`config.mk`:
```
export PLATFORM = sky130hd
export DESIGN_NAME = sha256_sigma_sequencer_flat
export DESIGN_NICKNAME = d
export VERILOG_FILES = /design/src/rtl/sha256_pkg.sv /design/src/rtl/sha256_sigma_sequencer_if.sv /design/src/rtl/right_rotator.sv /design/src/rtl/sha256_sigma_sequencer.sv /design/src/flat_wrapper.sv
export SDC_FILE = /design/constraint.sdc
export NUM_CORES = 1
export LEC_CHECK = 0
export CAP_MARGIN = 10
export CORE_UTILIZATION = 31
export CTS_BUF_LIST = sky130_fd_sc_hd__clkbuf_8
export CTS_CLUSTER_DIAMETER = 120
export DETAILED_ROUTE_END_ITERATION = 16
export SLEW_MARGIN = 10
export SYNTH_ARGS = -nofsm -noshare
export SYNTH_HDL_FRONTEND = slang
export SYNTH_HIERARCHICAL = 1
export SYNTH_SLANG_ARGS = --single-unit
export TNS_END_PERCENT = 1
```
`constraint.sdc`:
```
create_clock -name clk -period 4.3 [get_ports clk]
set_input_delay 0.86 -clock clk [delete_from_list [all_inputs] [get_ports clk]]
set_output_delay 0.86 -clock clk [all_outputs]
set_load 0.01 [all_outputs]
```
`src/rtl/sha256_pkg.sv`:
```
`default_nettype none
// +--------------------------------------------------------------------+
// | sha256_pkg: encodings, rotate/shift tables and FSM states for the  |
// | serial SHA-256 sigma sequencer.                      Rev 1.0       |
// +--------------------------------------------------------------------+
package sha256_pkg;

  localparam int WORD_W = 32;
  localparam int AMT_W  = 5;

  typedef logic [1:0] func_t;

  localparam func_t FUNC_BSIG0 = 2'd0;
  localparam func_t FUNC_BSIG1 = 2'd1;
  localparam func_t FUNC_SSIG0 = 2'd2;
  localparam func_t FUNC_SSIG1 = 2'd3;

  typedef enum logic [2:0] {
    ST_IDLE  = 3'd0,
    ST_STEP0 = 3'd1,
    ST_STEP1 = 3'd2,
    ST_STEP2 = 3'd3,
    ST_DONE  = 3'd4
  } state_t;

  // Row = function select, column = step; the leftmost entry is [0][0].
  localparam logic [0:3][0:2][AMT_W-1:0] ROT_AMT = {
    5'd2,  5'd13, 5'd22,
    5'd6,  5'd11, 5'd25,
    5'd7,  5'd18, 5'd3,
    5'd17, 5'd19, 5'd10
  };

  localparam logic [0:3][0:2] SHR_FLAG = {3'b000, 3'b000, 3'b001, 3'b001};

  function automatic logic [1:0] step_of(input state_t st);
    case (st)
      ST_STEP1: step_of = 2'd1;
      ST_STEP2: step_of = 2'd2;
      default:  step_of = 2'd0;
    endcase
  endfunction

endpackage
`default_nettype wire

```
`src/rtl/sha256_sigma_sequencer_if.sv`:
```
`default_nettype none
// +--------------------------------------------------------------------+
// | sha256_sigma_sequencer_if: request/response handshake bundle.      |
// |                                                      Rev 1.0       |
// +--------------------------------------------------------------------+
interface sha256_sigma_sequencer_if;
  import sha256_pkg::*;

  logic              in_valid;
  logic              in_ready;
  logic [WORD_W-1:0] in_data;
  func_t             in_func;
  logic              out_valid;
  logic              out_ready;
  logic [WORD_W-1:0] out_data;
  logic              busy;

  modport master (
    output in_valid, in_data, in_func, out_ready,
    input  in_ready, out_valid, out_data, busy
  );

  modport slave (
    input  in_valid, in_data, in_func, out_ready,
    output in_ready, out_valid, out_data, busy
  );
endinterface
`default_nettype wire

```
`src/rtl/right_rotator.sv`:
```
`default_nettype none
// +--------------------------------------------------------------------+
// | right_rotator: combinational rotate-right by a variable amount.    |
// |                                                      Rev 1.0       |
// +--------------------------------------------------------------------+
module right_rotator #(
  parameter int WIDTH = 32,
  parameter int AMT_W = 5
) (
  input  logic [WIDTH-1:0] data_in,
  input  logic [AMT_W-1:0] amt,
  output logic [WIDTH-1:0] data_out
);
  localparam logic [AMT_W:0] FULL_W = (AMT_W + 1)'(WIDTH);

  // A zero amount shifts left by WIDTH, which yields 0 and leaves data_in intact.
  assign data_out = (data_in >> amt) | (data_in << (FULL_W - {1'b0, amt}));
endmodule
`default_nettype wire

```
`src/rtl/sha256_sigma_sequencer.sv`:
```
`default_nettype none
// +--------------------------------------------------------------------+
// | sha256_sigma_sequencer: computes one SHA-256 sigma function over   |
// | three cycles through a single shared rotator.        Rev 1.0       |
// +--------------------------------------------------------------------+
module sha256_sigma_sequencer
  import sha256_pkg::*;
(
  input  logic                     clk,
  input  logic                     reset,
  sha256_sigma_sequencer_if.slave  bus
);

  state_t            state_q, state_d;
  logic [WORD_W-1:0] x_q, x_d;
  func_t             func_q, func_d;
  logic [WORD_W-1:0] acc_q, acc_d;
  logic [WORD_W-1:0] out_data_q, out_data_d;
  logic              in_ready_q, in_ready_d;
  logic              out_valid_q, out_valid_d;
  logic              busy_q, busy_d;

  logic [1:0]        step;
  logic [AMT_W-1:0]  amt;
  logic              shr;
  logic [WORD_W-1:0] rot_out;
  logic [WORD_W-1:0] term;

  assign step = step_of(state_q);
  assign amt  = ROT_AMT[func_q][step];
  assign shr  = SHR_FLAG[func_q][step];

  right_rotator #(.WIDTH(WORD_W), .AMT_W(AMT_W)) u_rot (
    .data_in  (x_q),
    .amt      (amt),
    .data_out (rot_out)
  );

  // Masking off the wrapped-around bits turns the rotate into a logical shift.
  assign term = shr ? (rot_out & ({WORD_W{1'b1}} >> amt)) : rot_out;

  always_comb begin
    state_d    = state_q;
    x_d        = x_q;
    func_d     = func_q;
    acc_d      = acc_q;
    out_data_d = out_data_q;
    case (state_q)
      ST_IDLE: begin
        if (bus.in_valid && in_ready_q) begin
          x_d     = bus.in_data;
          func_d  = bus.in_func;
          acc_d   = '0;
          state_d = ST_STEP0;
        end
      end
      ST_STEP0: begin
        acc_d   = acc_q ^ term;
        state_d = ST_STEP1;
      end
      ST_STEP1: begin
        acc_d   = acc_q ^ term;
        state_d = ST_STEP2;
      end
      ST_STEP2: begin
        acc_d      = acc_q ^ term;
        out_data_d = acc_q ^ term;
        state_d    = ST_DONE;
      end
      ST_DONE: begin
        if (out_valid_q && bus.out_ready) state_d = ST_IDLE;
      end
      default: state_d = ST_IDLE;
    endcase
    in_ready_d  = (state_d == ST_IDLE);
    out_valid_d = (state_d == ST_DONE);
    busy_d      = (state_d != ST_IDLE);
  end

  always_ff @(posedge clk or posedge reset) begin
    if (reset) begin
      state_q     <= ST_IDLE;
      x_q         <= '0;
      func_q      <= FUNC_BSIG0;
      acc_q       <= '0;
      out_data_q  <= '0;
      in_ready_q  <= 1'b1;
      out_valid_q <= 1'b0;
      busy_q      <= 1'b0;
    end else begin
      state_q     <= state_d;
      x_q         <= x_d;
      func_q      <= func_d;
      acc_q       <= acc_d;
      out_data_q  <= out_data_d;
      in_ready_q  <= in_ready_d;
      out_valid_q <= out_valid_d;
      busy_q      <= busy_d;
    end
  end

  assign bus.in_ready  = in_ready_q;
  assign bus.out_valid = out_valid_q;
  assign bus.out_data  = out_data_q;
  assign bus.busy      = busy_q;

endmodule
`default_nettype wire
```
`src/flat_wrapper.sv`:
```
// flat-port wrapper written by rule: the top's interface ports become plain ports
module sha256_sigma_sequencer_flat import sha256_pkg::*;
  (clk, reset, bus_in_valid, bus_in_data, bus_in_func, bus_out_ready, bus_in_ready, bus_out_valid, bus_out_data, bus_busy);
  sha256_sigma_sequencer_if bus_i ();
  input  logic clk;
  input  logic reset;
  input wire logic [$bits(bus_i.in_valid)-1:0] bus_in_valid;
  input wire logic [$bits(bus_i.in_data)-1:0] bus_in_data;
  input wire logic [$bits(bus_i.in_func)-1:0] bus_in_func;
  input wire logic [$bits(bus_i.out_ready)-1:0] bus_out_ready;
  output wire logic [$bits(bus_i.in_ready)-1:0] bus_in_ready;
  output wire logic [$bits(bus_i.out_valid)-1:0] bus_out_valid;
  output wire logic [$bits(bus_i.out_data)-1:0] bus_out_data;
  output wire logic [$bits(bus_i.busy)-1:0] bus_busy;
  assign bus_i.in_valid = bus_in_valid;
  assign bus_i.in_data = bus_in_data;
  assign bus_i.in_func = bus_in_func;
  assign bus_i.out_ready = bus_out_ready;
  assign bus_in_ready = bus_i.in_ready;
  assign bus_out_valid = bus_i.out_valid;
  assign bus_out_data = bus_i.out_data;
  assign bus_busy = bus_i.busy;
  sha256_sigma_sequencer u_core (.clk(clk), .reset(reset), .bus(bus_i));
endmodule
```
==> run_results.csv <==
group,metric,value,unit
layout,final_cell_mix,"153 x nand2_1, 102 x dfrtp_1, 81 x o21ai_0",
layout,final_common_cell,"nand2_1",
layout,fin_nets,1004,
global_routing,grt_max_degree,67,
cts,cts_sinks,104,
critical_path,critPathKind,"reg -> reg",
yosys,ys_types,76,
floorplan,fp.dieW,166.7,um
detailed_routing,met1Wirelength,12.78,mm
cts,cts_max_level,3,
timing,finalClockSkew,16.17,ps
flow_run,drv_cap,0,
detailed_routing,top_layer_used,"met4",
timing,fin_crit_sh,0.9642,
yosys,synth_area,0.008412,sq mm
place,place_area,0.009615,sq mm
yosys,synth_area_leaders,"dfrtp_1 31%, mux4_2 12%, nand2_1 6.9%",
yosys,syn_avg_cell_area,9.409,sq um
layout,area_growth,17.06,%
global_routing,grt-ovfl-total,0,
yosys,synth_top_area_share,0.3064,
layout,design_area,0.009847,sq mm
floorplan,die_area,0.02780,sq mm
timing,fin_crit,4146,ps
place,dp_hpwl,19.33,mm
timing,slew_headroom,0.2690,
floorplan,die_h,166.7,um
timing,worstMarginPinSlew,1093,ps
cts,cts_tree,"yes",
detailed_routing,wl_per_cell,20.02,um
detailed_routing,dr_total_vias,7330,
yosys,synthFlopType,"dfrtp_1",
timing,rsz0062_at_grt,"false",
min_path,timing.hold.worst.start,"u_core/bus.out_data[13]",
detailed_routing,wl_met3,1.463,mm
global_routing,grt_antenna_before_repair,0,
critical_path,reg2reg_slack,150,ps
detailed_routing,first_pass_iters,5,
critical_path,required,4550,ps
detailed_routing,via_per_inst,5.638,
place,gp_congestion,1.010,
detailed_routing,drt_iter0_drc,795,
yosys,synth_top_cell_by_area,"dfrtp_1",
layout,fillers,2679,
floorplan,num_rows,59,
cts,clockBufferDepth,2,
critical_path,cp_max_fo,38,
min_path,min_path_cells,2,
yosys,yosys_warnings,6,
yosys,synth.ff_latch_count,104,
global_routing,grt_pass1_wl,41.46,mm
layout,fin_util,0.3736,
place,io_buffers,72,
timing,fin_tns_setup,0,ps
detailed_routing,wirelength,26.02,mm
floorplan,pin_count,73,
yosys,netlist_instances,894,
global_routing,grt_use_total,0.1905,
cts,cts_root_buffer,"clkbuf_8",
detailed_routing,drtAntennaViolNets,0,
cts,postCtsSetupRepairBufs,0,
critical_path,worstReg2RegStart,"u_core/func_q[1]",
timing,hold_viol_final,0,
floorplan,start_util,0.3192,
layout,antennaDiodeCount,0,
timing,maxSlewViolCount,0,
critical_path,r2r_cells,16,
timing,fmax,0.2412,GHz
layout,drive_above_1_share,0.1979,
cts,path_clk_slew,120,ps
min_path,hold-path-endpoint,"u_core/bus.out_data[13]",
cts,numCtsBuffers,9,
cts,clock_latency,410,ps
floorplan,fp.coreArea,0.02635,sq mm
min_path,min_path_type,"reg -> reg",
critical_path,cp.arrival,4400,ps
detailed_routing,drc,0,
detailed_routing,wl_met2,11.34,mm
yosys,synth-edff-count,0,
yosys,synth_fp_nets,938,
yosys,synth_async_sr_flop_share,1.000,
yosys,ys_seq_area_frac,0.3095,
critical_path,regToRegEndpoint,"u_core/bus.out_data[28]",
timing,setup_viol_count_final,0,
critical_path,cp-start-kind,"register",
critical_path,crit_path_end_kind,"register",
global_routing,grt_pass1_vias,6984,
status,outcome,"completed",
==> worst max path at each step <==
| stage | start | endpoint | cells past startpoint | slack (ps) |
|---|---|---|---|---|
| after floorplan | u_core/func_q[0] | u_core/bus.out_data[25] | 20 | 20 |
| after global placement | u_core/func_q[1] | u_core/bus.out_data[25] | 17 | 260 |
| after detailed placement | u_core/func_q[1] | u_core/bus.out_data[28] | 16 | 230 |
| after CTS | u_core/func_q[1] | u_core/bus.out_data[28] | 16 | 200 |
| after global routing | u_core/func_q[1] | u_core/acc_q[15] | 15 | 5 |
| final | u_core/func_q[1] | u_core/bus.out_data[28] | 16 | 150 |
==> layout make-up <==
cell class                 instances  area (sq um)  area share
tap                              335         419.2     0.04257
inverter                          15         58.81    0.005972
sequential                       104          2605      0.2645
clock buffer                       9         123.9     0.01258
timing repair buffer             121          1126      0.1144
multi-input combinational        709          5415      0.5499
clock inverter                     7         98.84     0.01004
==> sequential cells by signal (all words and copies together) (netlist names) <==
name / count
u_core/state_q: 3
u_core/acc_q: 32
u_core/func_q: 2
u_core/bus.busy: 1
u_core/bus.out_valid: 1
u_core/bus.out_data: 32
u_core/x_q: 32
u_core/bus.in_ready: 1
==> synthesized netlist by cell type, drive strengths merged (2+ instances only) <==
cell / n
a2111oi: 2
a21o: 6
a21oi: 35
a222oi: 2
a22o: 2
a22oi: 7
a2bb2oi: 5
a31o: 5
a31oi: 4
and3: 5
and4b: 2
buf: 35
clkbuf: 31
dfrtp: 103
ha: 6
inv: 15
mux2: 67
mux2i: 56
mux4: 43
nand2: 154
nand2b: 11
nand3: 11
nand3b: 2
nor2: 50
nor2b: 5
nor3: 8
nor3b: 5
o211ai: 19
o21a: 4
o21ai: 109
o21bai: 2
o221ai: 12
o22ai: 2
o311ai: 2
o31ai: 8
or2: 3
or3: 4
xnor2: 29
xor2: 8
==> cell families after synthesis <==
| group | synth area share |
|---|---|
| fa+ha+maj | 0.008924 |
| xor+xnor | 0.04120 |
| flops | 0.3095 |
| buf+inv | 0.04894 |
| compound gates | 0.1777 |
| simple gates | 0.1392 |
| mux | 0.2744 |
==> worst max-delay path, stage by stage, from the launching register on <==
cell      delay [ps]
dfrtp_2          420
inv_1            110
ha_1             280
nand2b_1         200
and3_4           200
or2_2            340
inv_2             70
ha_1             250
buf_12           180
mux2_1           350
mux2i_1          400
mux2i_1          140
mux2i_1          380
o211ai_1         220
nand2_1          150
xor2_1           200
o21ai_1           80
==> layer usage <==
metal  track usage  vias to the layer above
met5             0                        -
li1              -                     3406
met2        0.2771                      260
met1        0.2896                     3626
met3       0.02852                       38
met4       0.05193                        0
==> repair_timing <==
action                     in CTS  in global routing
hold endpoints to repair        0                  0
resized for setup               0                  2
hold buffers                    0                  0
setup endpoints to repair       0                  4
==> metrics by stage <==
step | setup WS [ps] | std cells | hold slack (ps)
floorplan | 16.85 | 894 | 468.7
global placement | 258.8 | 1284 | 459.6
detailed placement | 232.5 | 1284 | 472.7
CTS | 196.0 | 1300 | 502.0
global route | 4.848 | 1300 | 526.5
finish | 153.8 | 1300 | 494.8
Power is not shown: default switching activity piles up to over one toggle a cycle in this logic, so the estimate is an artifact.
